**src/rtl/j2c_arbiter.sv**
```systemverilog
// Round-robin arbiter that shares one J2C serial master between NUM_REQ requesters,
// with an inter-frame gap and a completion watchdog. All outputs are registered.
module j2c_arbiter #(
    parameter int MESSAGE_LENGTH = 8,
    parameter int NUM_REQ        = 4,
    parameter int GAP_CYCLES     = 2,
    parameter int TIMEOUT_CYCLES = 1024
) (
    input  logic                              clk,
    input  logic                              reset,
    input  logic [NUM_REQ-1:0]                req,
    input  logic [NUM_REQ*MESSAGE_LENGTH-1:0] req_data,
    output logic [NUM_REQ-1:0]                grant,
    output logic [NUM_REQ-1:0]                ack,
    output logic [MESSAGE_LENGTH-1:0]         tx_data,
    output logic                              tx_start,
    input  logic                              tx_done,
    output logic                              timeout,
    output logic                              idle,
    output logic [1:0]                        fsm_state
);
    localparam int IW = $clog2(NUM_REQ);
    localparam int CW = $clog2(TIMEOUT_CYCLES + GAP_CYCLES + 1);

    typedef enum logic [1:0] {
        S_IDLE  = 2'd0,
        S_START = 2'd1,
        S_WAIT  = 2'd2,
        S_GAP   = 2'd3
    } state_t;

    state_t                    state, state_d;
    logic [IW-1:0]             last, last_d;
    logic [IW-1:0]             owner, owner_d;
    logic [IW-1:0]             pick, idx;
    logic                      pick_found;
    logic [CW-1:0]             cnt, cnt_d;
    logic [NUM_REQ-1:0]        grant_d, ack_d, onehot_pick;
    logic [MESSAGE_LENGTH-1:0] tx_data_d;
    logic                      tx_start_d, timeout_d;

    // First requester above the last one served, wrapping around.
    always_comb begin
        pick_found = 1'b0;
        pick       = '0;
        idx        = '0;
        for (int off = 1; off <= NUM_REQ; off++) begin
            idx = IW'((int'(last) + off) % NUM_REQ);
            if (!pick_found && req[idx]) begin
                pick_found = 1'b1;
                pick       = idx;
            end
        end
    end

    assign onehot_pick = NUM_REQ'(1) << pick;

    always_comb begin
        state_d    = state;
        last_d     = last;
        owner_d    = owner;
        cnt_d      = cnt;
        grant_d    = grant;
        ack_d      = '0;
        tx_data_d  = tx_data;
        tx_start_d = 1'b0;
        timeout_d  = 1'b0;
        unique case (state)
            S_IDLE: begin
                if (pick_found) begin
                    state_d    = S_START;
                    owner_d    = pick;
                    grant_d    = onehot_pick;
                    tx_data_d  = req_data[int'(pick)*MESSAGE_LENGTH +: MESSAGE_LENGTH];
                    tx_start_d = 1'b1;
                end
            end
            S_START: begin
                state_d = S_WAIT;
                cnt_d   = '0;
            end
            S_WAIT: begin
                // A completion on the same edge as the watchdog expiry still counts as success.
                if (tx_done || cnt == CW'(TIMEOUT_CYCLES - 1)) begin
                    ack_d     = tx_done ? grant : '0;
                    timeout_d = !tx_done;
                    last_d    = owner;
                    grant_d   = '0;
                    cnt_d     = '0;
                    state_d   = (GAP_CYCLES == 0) ? S_IDLE : S_GAP;
                end else begin
                    cnt_d = cnt + CW'(1);
                end
            end
            S_GAP: begin
                if (cnt == CW'(GAP_CYCLES - 1)) begin
                    state_d = S_IDLE;
                    cnt_d   = '0;
                end else begin
                    cnt_d = cnt + CW'(1);
                end
            end
            default: state_d = S_IDLE;
        endcase
    end

    always_ff @(posedge clk) begin
        if (!reset) begin
            state    <= S_IDLE;
            last     <= IW'(NUM_REQ - 1);
            owner    <= '0;
            cnt      <= '0;
            grant    <= '0;
            ack      <= '0;
            tx_data  <= '0;
            tx_start <= 1'b0;
            timeout  <= 1'b0;
            idle     <= 1'b1;
        end else begin
            state    <= state_d;
            last     <= last_d;
            owner    <= owner_d;
            cnt      <= cnt_d;
            grant    <= grant_d;
            ack      <= ack_d;
            tx_data  <= tx_data_d;
            tx_start <= tx_start_d;
            timeout  <= timeout_d;
            idle     <= (state_d == S_IDLE);
        end
    end

    assign fsm_state = state;

endmodule
```
**config.mk**
```make
export PLATFORM = sky130hd
export DESIGN_NAME = j2c_arbiter
export DESIGN_NICKNAME = d
export VERILOG_FILES = /design/src/rtl/j2c_arbiter.sv
export SDC_FILE = /design/constraint.sdc
export NUM_CORES = 1
export LEC_CHECK = 0
export CORE_ASPECT_RATIO = 1.25
export CORE_MARGIN = 5
export CORE_UTILIZATION = 46
export CTS_CLUSTER_SIZE = 10
export DETAILED_ROUTE_END_ITERATION = 16
export PLACE_DENSITY = 0.8
export SYNTH_ARGS = -nofsm -noshare
export SYNTH_HDL_FRONTEND = slang
export SYNTH_SLANG_ARGS = --single-unit
```
**constraint.sdc**
```tcl
create_clock -name clk -period 2.6 [get_ports clk]
set_clock_uncertainty 0.05 [all_clocks]
set_input_delay 0.39 -clock clk [delete_from_list [all_inputs] [get_ports clk]]
set_output_delay 0.39 -clock clk [all_outputs]
set_load 0.01 [all_outputs]
```
==> impl_metrics.ini <==
[cells_and_area]
antenna_cells = 0
nets = 301
drive_gt1_frac = 0.08429
fin_util = 0.6754
areaGrowthSynthToFinish_pct = 40.61
n_fill_cell = 343

[clock_network]
cts_root_buffer = clkbuf_8
hold_buffers = 0
clkSinkCount = 36
cts-htree-levels = 2
cts_resized = 0
cts_tree = done
clock_latency_ns = 0.29
path_clk_slew_ns = 0.08
post_cts_buffers = 0
clockBufferDepth = 2
cts-buffers-inserted = 5

[routing]
vias = 1678
dr.pass1.iters = 4
vias_per_cell = 5.327
drc = 0
drt_iter0_drc = 93
ant_nets = 0
wire_per_inst_um = 13.90
wl_mm = 4.379

[setup_path]
cp.arrival_ns = 2.35
start_kind = flip-flop
endpoint_kind = flip-flop
path_class = flip-flop to flip-flop
cpMaxStageDelayCell = nor4_2
worst_ep_required_time_ns = 2.73
startpoint = cnt[0]
cp_max_fo = 12
crit_chain = ha_1, nand3_1, nor4_2, o21bai_1, nand2_1, o22ai_1
slowest_delay_ns = 0.47
crit-reg2reg-launch = cnt[0]

[job]
max_cap_viol_count = 0

[logic_synthesis]
synth_fp_nets = 242
synthesis.area_um2 = 1833
synthTopCellsByArea = dfxtp_1 (39%), mux2i_1 (7.1%), a211oi_1 (7.0%)
ys_ff_latch = 36
synthCells = 201
postSynthAreaPerCell_um2 = 9.119
yosysWarnings = 0
ys_types = 48
synth_top_area_cell = dfxtp_1
synthFlopType = dfxtp_1
synth-edff-count = 0
async_flop_share = 0
synth_top_cell_area_share = 0.3932
synth_most_common_cell = dfxtp_1
seq_area_frac_synth = 0.3932
synthTopCellsByCount = dfxtp_1 (36), a211oi_1 (17), nand2_1 (16), mux2i_1 (13), and3_1 (10)

[placement]
io_buffers = 59
dpl.hpwl_mm = 3.400
routabilityCongestion = 0.7906

[floorplan]
die_h_um = 80.58
core-area_um2 = 3816
fp-row-count = 25
start_util = 0.4803
pin_count = 60
die_area_um2 = 5355
die_x_um = 66.46

[timing]
finalSetupViolations = 0
fin_crit_sh = 0.8547
tightest_slew_ns = 1.001
finalCriticalPeriod_ns = 2.222
setup_tns_ns = 0
drv_slew = 0
relSlewSlack = 0.3308
final_hold_viol_count = 0
timing.fmax_ghz = 0.4500
rsz0062_at_grt = no

[global_route]
antenna_found_initial = 0
grt_max_degree = 15
grt.total_usage = 0.1800
grt_pass1_wl_mm = 7.376
grt_pass1_vias = 1664
grt_remaining_overflow = 0

[pwr]
p_leak_nw = 0.9984
vdd_drop_max_mv = 0.3152
powerDensity_nw_per_um2 = 589.4

[worst_hold_path]
hp-start = grant[1]
hp-class = flip-flop to flip-flop

[run_status]
run_status = complete, no violations
[where the power goes]
part	total [W]	internal, W	switching (W)
sequential	0.000632	0.000599	0.0000328
combinational	0.000398	0.000217	0.000181
clock	0.000489	0.000284	0.000205
[worst paths after layout]
path | end | slack, ns | depth (start not counted)
hold reg to reg | grant[1] | 0.44 | 1
setup reg to reg | cnt[6] | 0.38 | 6
setup / recovery | cnt[6] | 0.38 | 6
hold / removal | grant[1] | 0.44 | 1
[state kept, by name (all words and copies together) (netlist names)]
signal and flops:
grant 4, owner 2, cnt 11, tx_start 1, timeout 1, last 2
fsm_state 2, idle 1, tx_data 8, ack 4
[placed cells by master (no fill, tap or decap), types with 2 or more instances in the layout]
cell type and instances:
and3_1 10, a31oi_1 5, ha_1 2, a21boi_1 2, dfxtp_1 36, a32o_1 2
inv_1 8, o2bb2ai_1 2, o21ai_1 6, mux2i_1 13, buf_4 5, nand4_1 3
nand3_1 8, clkbuf_8 5, a211oi_1 17, nor2b_1 6, and2_1 8, o21ai_0 9
o211a_1 2, a41oi_1 2, nand2_1 16, clkdlybuf4s50_1 59, xor2_1 2, nor2_1 6
[cells by family after synthesis]
kind of cell,count (synthesis),share of synthesized area
AO/OA/AOI/OAI,58,0.2382
XOR/XNOR,3,0.01434
adder cells (fa/ha/maj),2,0.01365
buffers and inverters,20,0.05392
flip-flops,36,0.3932
multiplexers,14,0.07849
AND/OR/NAND/NOR,68,0.2082
[area by class of cell]
cell class	count	area, um^2	area share
clock buffers	5	68.82	0.02670
clock inverters	3	42.54	0.01650
inverters	8	30.03	0.01165
multi-input cells	145	1020	0.3956
flip-flops and latches	36	720.7	0.2796
well taps	54	67.56	0.02621
repair buffers	64	628.1	0.2437
[worst max-delay path: cells and delay by family, from the launching register on]
family          cells  cell delay, ns
compound gates      2            0.51
fa+ha+maj           1            0.21
flops               1            0.42
simple gates        3            0.92
[stage by stage]
stage	cells	hold WS [ns]	total power (W)	instance area (um^2)	worst slack, ns
after floorplan	201	0.3832	0.0008548	1833	0.7858
after global placement	307	0.4094	0.001040	2466	0.1863
after detailed placement	307	0.4180	0.001045	2466	0.09494
after CTS	315	0.4374	0.001533	2577	0.3831
after global routing	315	0.4579	0.001597	2577	0.1441
final	315	0.4378	0.001519	2577	0.3778
[routing by layer]
| layer | part of all wire | track usage | up-vias |
|---|---|---|---|
| met3 | 0.10 | 0.08811 | 7 |
| met5 | 0 | 0 | - |
| met1 | 0.39 | 0.1862 | 757 |
| li1 | - | - | 857 |
| met4 | 0.016 | 0.06707 | 0 |
| met2 | 0.49 | 0.3088 | 57 |
No activity file was read; power rests on OpenSTA's default activity.
==> RTL change 1 (config.mk and constraints unchanged) <==
Reset style: asynchronous (`reset`), changed in one clocked block.
--- a/src/rtl/j2c_arbiter.sv
+++ b/src/rtl/j2c_arbiter.sv
@@ -106,3 +106,3 @@
 
-    always_ff @(posedge clk) begin
+    always_ff @(posedge clk or negedge reset) begin
         if (!reset) begin
Behaviour: differs if reset is asserted again (counterexample within 4 cycles, from zero or initial values and one cycle with reset low); with reset held inactive, the same outputs for 4 cycles.
==> RTL change 1 against the original RTL <==
Fmax up 9.3%; sequential share of layout area up 4.7 points; cell area up 7.6%; final cell count up 1.9%; sequential cell count unchanged; routed wire length up 6.6%; worst setup slack better by 0.19 ns; area after synthesis up 12%; first-iteration DRC count down 8.6%; critical path type unchanged; largest cell class unchanged; highest routed layer unchanged.
Power is not compared: it rests on default switching activity, and its combinational part moved more than twofold at a synthesized area within 25%.
==> RTL change 1: results (changes against the original RTL) <==
| Metric | Value |
|---|---|
| Mean Syn Cell Area | `10.4 µm² (+14%)` |
| Syn nets | `239 (-1.2%)` |
| Post-Synth XOR/XNOR Area | `0.00427 (-0.0101)` |
| Total power | `2.38 mW` |
| Vias/cell | `5.33 (+0.12%)` |
| Syn. warnings | `0 (unchanged)` |
| Pre-CTS setup slack | `0.295 ns (+0.200 ns)` |
| Share of cells above drive strength 1 | `0.186 (+0.102)` |
| WL met1 | `1.98 mm (+17%)` |
| Tot GR Track Use | `0.160 (-0.0199)` |
| Top cells by area, synth | `dfrtp_1, a211oi_2, mux2i_1` |
| Routed met2 length | `2.43 mm (+12%)` |
| CP max-delay cell | `dfrtp_1` |
| Area post-placement | `2680 µm² (+8.7%)` |
| Synth Area in Adders | `0.0122 (-0.00145)` |
| Compound-Gate Fraction of Synth Area | `0.228 (-0.0100)` |
| Worst-case clock buffer depth | `2 (unchanged)` |
| Worst Hold Class | `reg -> reg` |
| Outcome | `complete, no violations` |
| Sequential share of the synthesized area | `0.441 (+0.0479)` |
| Reg clk slew, reported paths | `0.06 ns (-0.02 ns)` |
| Met2 Usage GRT | `0.288 (-0.0206)` |
| Final Wtd Congestion | `0.836 (+5.7%)` |
| Initial antenna violation count | `0 (unchanged)` |
| CP Max Fanout | `18 (+6)` |
| Power Clock | `397 µW` |
| Via count | `1712 (+2.0%)` |
| First-pass GRT wire length | `7.77 mm (+5.3%)` |
| Worst slew margin | `0.633 (+0.303)` |
| Fill cell count | `358 (+4.4%)` |
| Max reg flops | `11 (unchanged)` |
| Met1 GRT Util | `0.192 (+0.00603)` |
| Grt met3 use | `0.0228 (-0.0654)` |
| Detailed-placement wirelength estimate | `3.62 mm (+6.5%)` |
| P_seq | `between 800 and 900 µW` |
| Worst setup SP type | `flip-flop` |
| Largest net degree at the start of global routing | `37 (+22)` |
| Top_reg_cell synth | `dfrtp_1` |
| Synth cell count leaders | `dfrtp_1, nor2_1, a211oi_2` |
| Initial DRC Count | `85 (-8.6%)` |
| Reg2Reg Launch Point | `cnt[0]$_DFFE_PN0P_` |
| # nets final | `303 (+0.66%)` |
| Kind of cell adding the most delay to the critical path | `compound AO/OA/AOI/OAI gates` |
| Num CTS Buffers | `5 (unchanged)` |
| Crit-path max cell delay | `0.41 ns (-0.06 ns)` |
| Clock Root Buffer | `clkbuf_8` |
| Met3 wire len | `191 µm (-57%)` |
| Routed WL | `4.67 mm (+6.6%)` |
| Mux cell area share after synthesis | `0.0549 (-0.0236)` |
| Hold Startpoint | `owner[1]$_DFFE_PN0P_` |
| Placed cells | `313 (+2.0%)` |
| Net Sw Frac | `0.369` |
| Async S/R FF share, synth | `1.00 (+1.00)` |
| Top Metal Used | `met4` |
| Arrival time worst endpoint | `2.15 ns (-0.20 ns)` |
| Skew-Pair Late Insertion Delay | `0.28 ns` |
## RTL change 1: cells by family after synthesis
group,count (synthesis)
AOI/OAI and AO/OA,53
xor gates and xnor gates,1
adders and majority gates,2
buffers and inverters,18
DFF,36
muxes,11
and+or+nand+nor,77
## RTL change 1: cell type report
type                       instances  area [µm²]  area share
tap                               58        72.6      0.0262
inverter                          11        41.3      0.0149
sequential                        36         905       0.326
multi-input combinational        144        1030       0.373
clock inverter                     2        10.0     0.00361
clock buffer                       6        82.6      0.0298
timing repair buffer              64         628       0.226
## RTL change 1: worst paths after layout
kind	slack [ns]	to	depth (start not counted)
setup / recovery	0.57	cnt[3]$_DFFE_PN0P_	6
hold / removal	0.43	owner[1]$_DFFE_PN0P_	2
setup reg to reg	0.57	cnt[3]$_DFFE_PN0P_	6
hold reg to reg	0.43	owner[1]$_DFFE_PN0P_	2
max in group asynchronous	1.69	idle$_DFF_PN1_	2
min in group asynchronous	0.46	cnt[7]$_DFFE_PN0P_	2
==> RTL change 2 (same settings) <==
Made on the original files. Change the parameter `TIMEOUT_CYCLES` from 1024 to 512.
--- a/src/rtl/j2c_arbiter.sv
+++ b/src/rtl/j2c_arbiter.sv
@@ -6,3 +6,3 @@
     parameter int GAP_CYCLES     = 2,
-    parameter int TIMEOUT_CYCLES = 1024
+    parameter int TIMEOUT_CYCLES = 512
 ) (
Function: same outputs for any inputs over 4 cycles, from zero or initial values and one cycle with reset low; that may be too few to reach the edited logic, so the function may still have changed.
==> RTL change 2 against the original RTL <==
Cell area shrank 5.2%; routed wire length decreased by 5.0%; sequential share of layout area up 0.73 points; total power fell by 10%; fmax increased by 10%; area after synthesis fell by 6.0%; first-iteration DRC count shrank 27%; count of clock-buffer cells in the layout is 2 higher; global-route usage shrank 0.39 points; sequential cell count down 1; worst setup slack improved by 0.21 ns; utilization increased by 1.4 points; critical endpoint unchanged; largest power group unchanged.
==> RTL change 2: results (changes against the original RTL) <==
| Metric | Value |
|---|---|
| Hold Startpoint | `grant[2]$_SDFFE_PN0P_` |
| Largest net degree at the start of global routing | `22 (+7)` |
| Outcome | `complete, no violations` |
| Fill cell count | `287 (-16%)` |
| Share of cells above drive strength 1 | `0.0627 (-0.0215)` |
| Fin crit share | `0.776 (-0.0790)` |
| First-pass GRT wire length | `7.17 mm (-2.8%)` |
| Sequential share of the synthesized area | `0.407 (+0.0135)` |
| Met1 GRT Util | `0.184 (-0.00249)` |
| Area post-placement | `2360 µm² (-4.3%)` |
| Detailed-placement wirelength estimate | `3.22 mm (-5.3%)` |
| Routed WL | `4.16 mm (-5.0%)` |
| Least-Margin Pin Slew | `0.610 ns (-0.392 ns)` |
| Initial DRC Count | `68 (-27%)` |
| Hold endpoint | `grant[2]$_SDFFE_PN0P_` |
| Placed cells | `286 (-6.8%)` |
| # nets final | `295 (-2.0%)` |
| Hold Slack | `0.427 ns (-0.0110 ns)` |
| Syn nets | `231 (-4.5%)` |
| Distinct cells, synth | `40 (-17%)` |
| Largest regs | `cnt (10), tx_data (8)` |
| Worst VDD drop | `0.000310 V (-1.5%)` |
| Worst hold path depth | `2 (+1)` |
| R2R cell count | `7 (+1)` |
| Pre-CTS setup slack | `0.368 ns (+0.273 ns)` |
| Via count | `1635 (-2.6%)` |
| Grt met3 use | `0.0843 (-0.00383)` |
| Lkg Pwr | `0.995 nW (-0.36%)` |
| R2R Setup Slk | `0.58 ns (+0.21 ns)` |
| Met2 Usage GRT | `0.309 (about the same)` |
-- RTL change 2: changes by cell type in the layout (fill, tap and decap cells not counted), moves of 4 or more --
cell	delta
a211oi_1	-17
a221oi_1	+8
and3_1	-6
mux2i_1	+5
nand2b_1	+5
nor2_1	+5
o21ai_1	-4
-- RTL change 2: cells by family (layout without fill, tap and decap cells) --
| kind of cell | after synthesis | count (layout) | share of synthesized area |
|---|---|---|---|
| AO/OA/AOI/OAI | 43 | 43 | 0.188 |
| XOR/XNOR | 3 | 3 | 0.0153 |
| adder cells (fa/ha/maj) | 2 | 2 | 0.0145 |
| buffers and inverters | 16 | 81 | 0.0465 |
| flip-flops | 35 | 35 | 0.407 |
| multiplexers | 18 | 18 | 0.105 |
| AND/OR/NAND/NOR | 73 | 73 | 0.224 |
-- RTL change 2: per-layer routing --
layer	wire [µm]	vias to the layer above
met2	2090	53
met5	0	-
met1	1600	759
li1	-	816
met4	53	0
met3	415	7
-- RTL change 2: worst max-delay path: cells and delay by family (launching register included) --
family	cells	cell delay, ns
adders and majority gates	1	0.23
DFF	1	0.42
buffers and inverters	1	0.21
AOI/OAI and AO/OA	2	0.32
and+or+nand+nor	3	0.68
-- RTL change 2: area by class of cell --
cell class                      count  area, µm²  area share
Inverter                            7       26.3      0.0108
Clock inverter                      1       5.00     0.00205
Clock buffer                        7       76.3      0.0313
Timing Repair Buffer               66        643       0.263
Sequential cell                    35        701       0.287
Multi-Input combinational cell    139        942       0.386
Tap cell                           39       48.8      0.0200
-- RTL change 2: report_power, final --
group | switching [mW] | total, mW | internal (mW) | leakage (nW)
Clock | 0.184 | 0.372 | 0.188 | 0.0422
Combinational | 0.174 | 0.376 | 0.202 | 0.666
Sequential | 0.0301 | 0.614 | 0.584 | 0.286
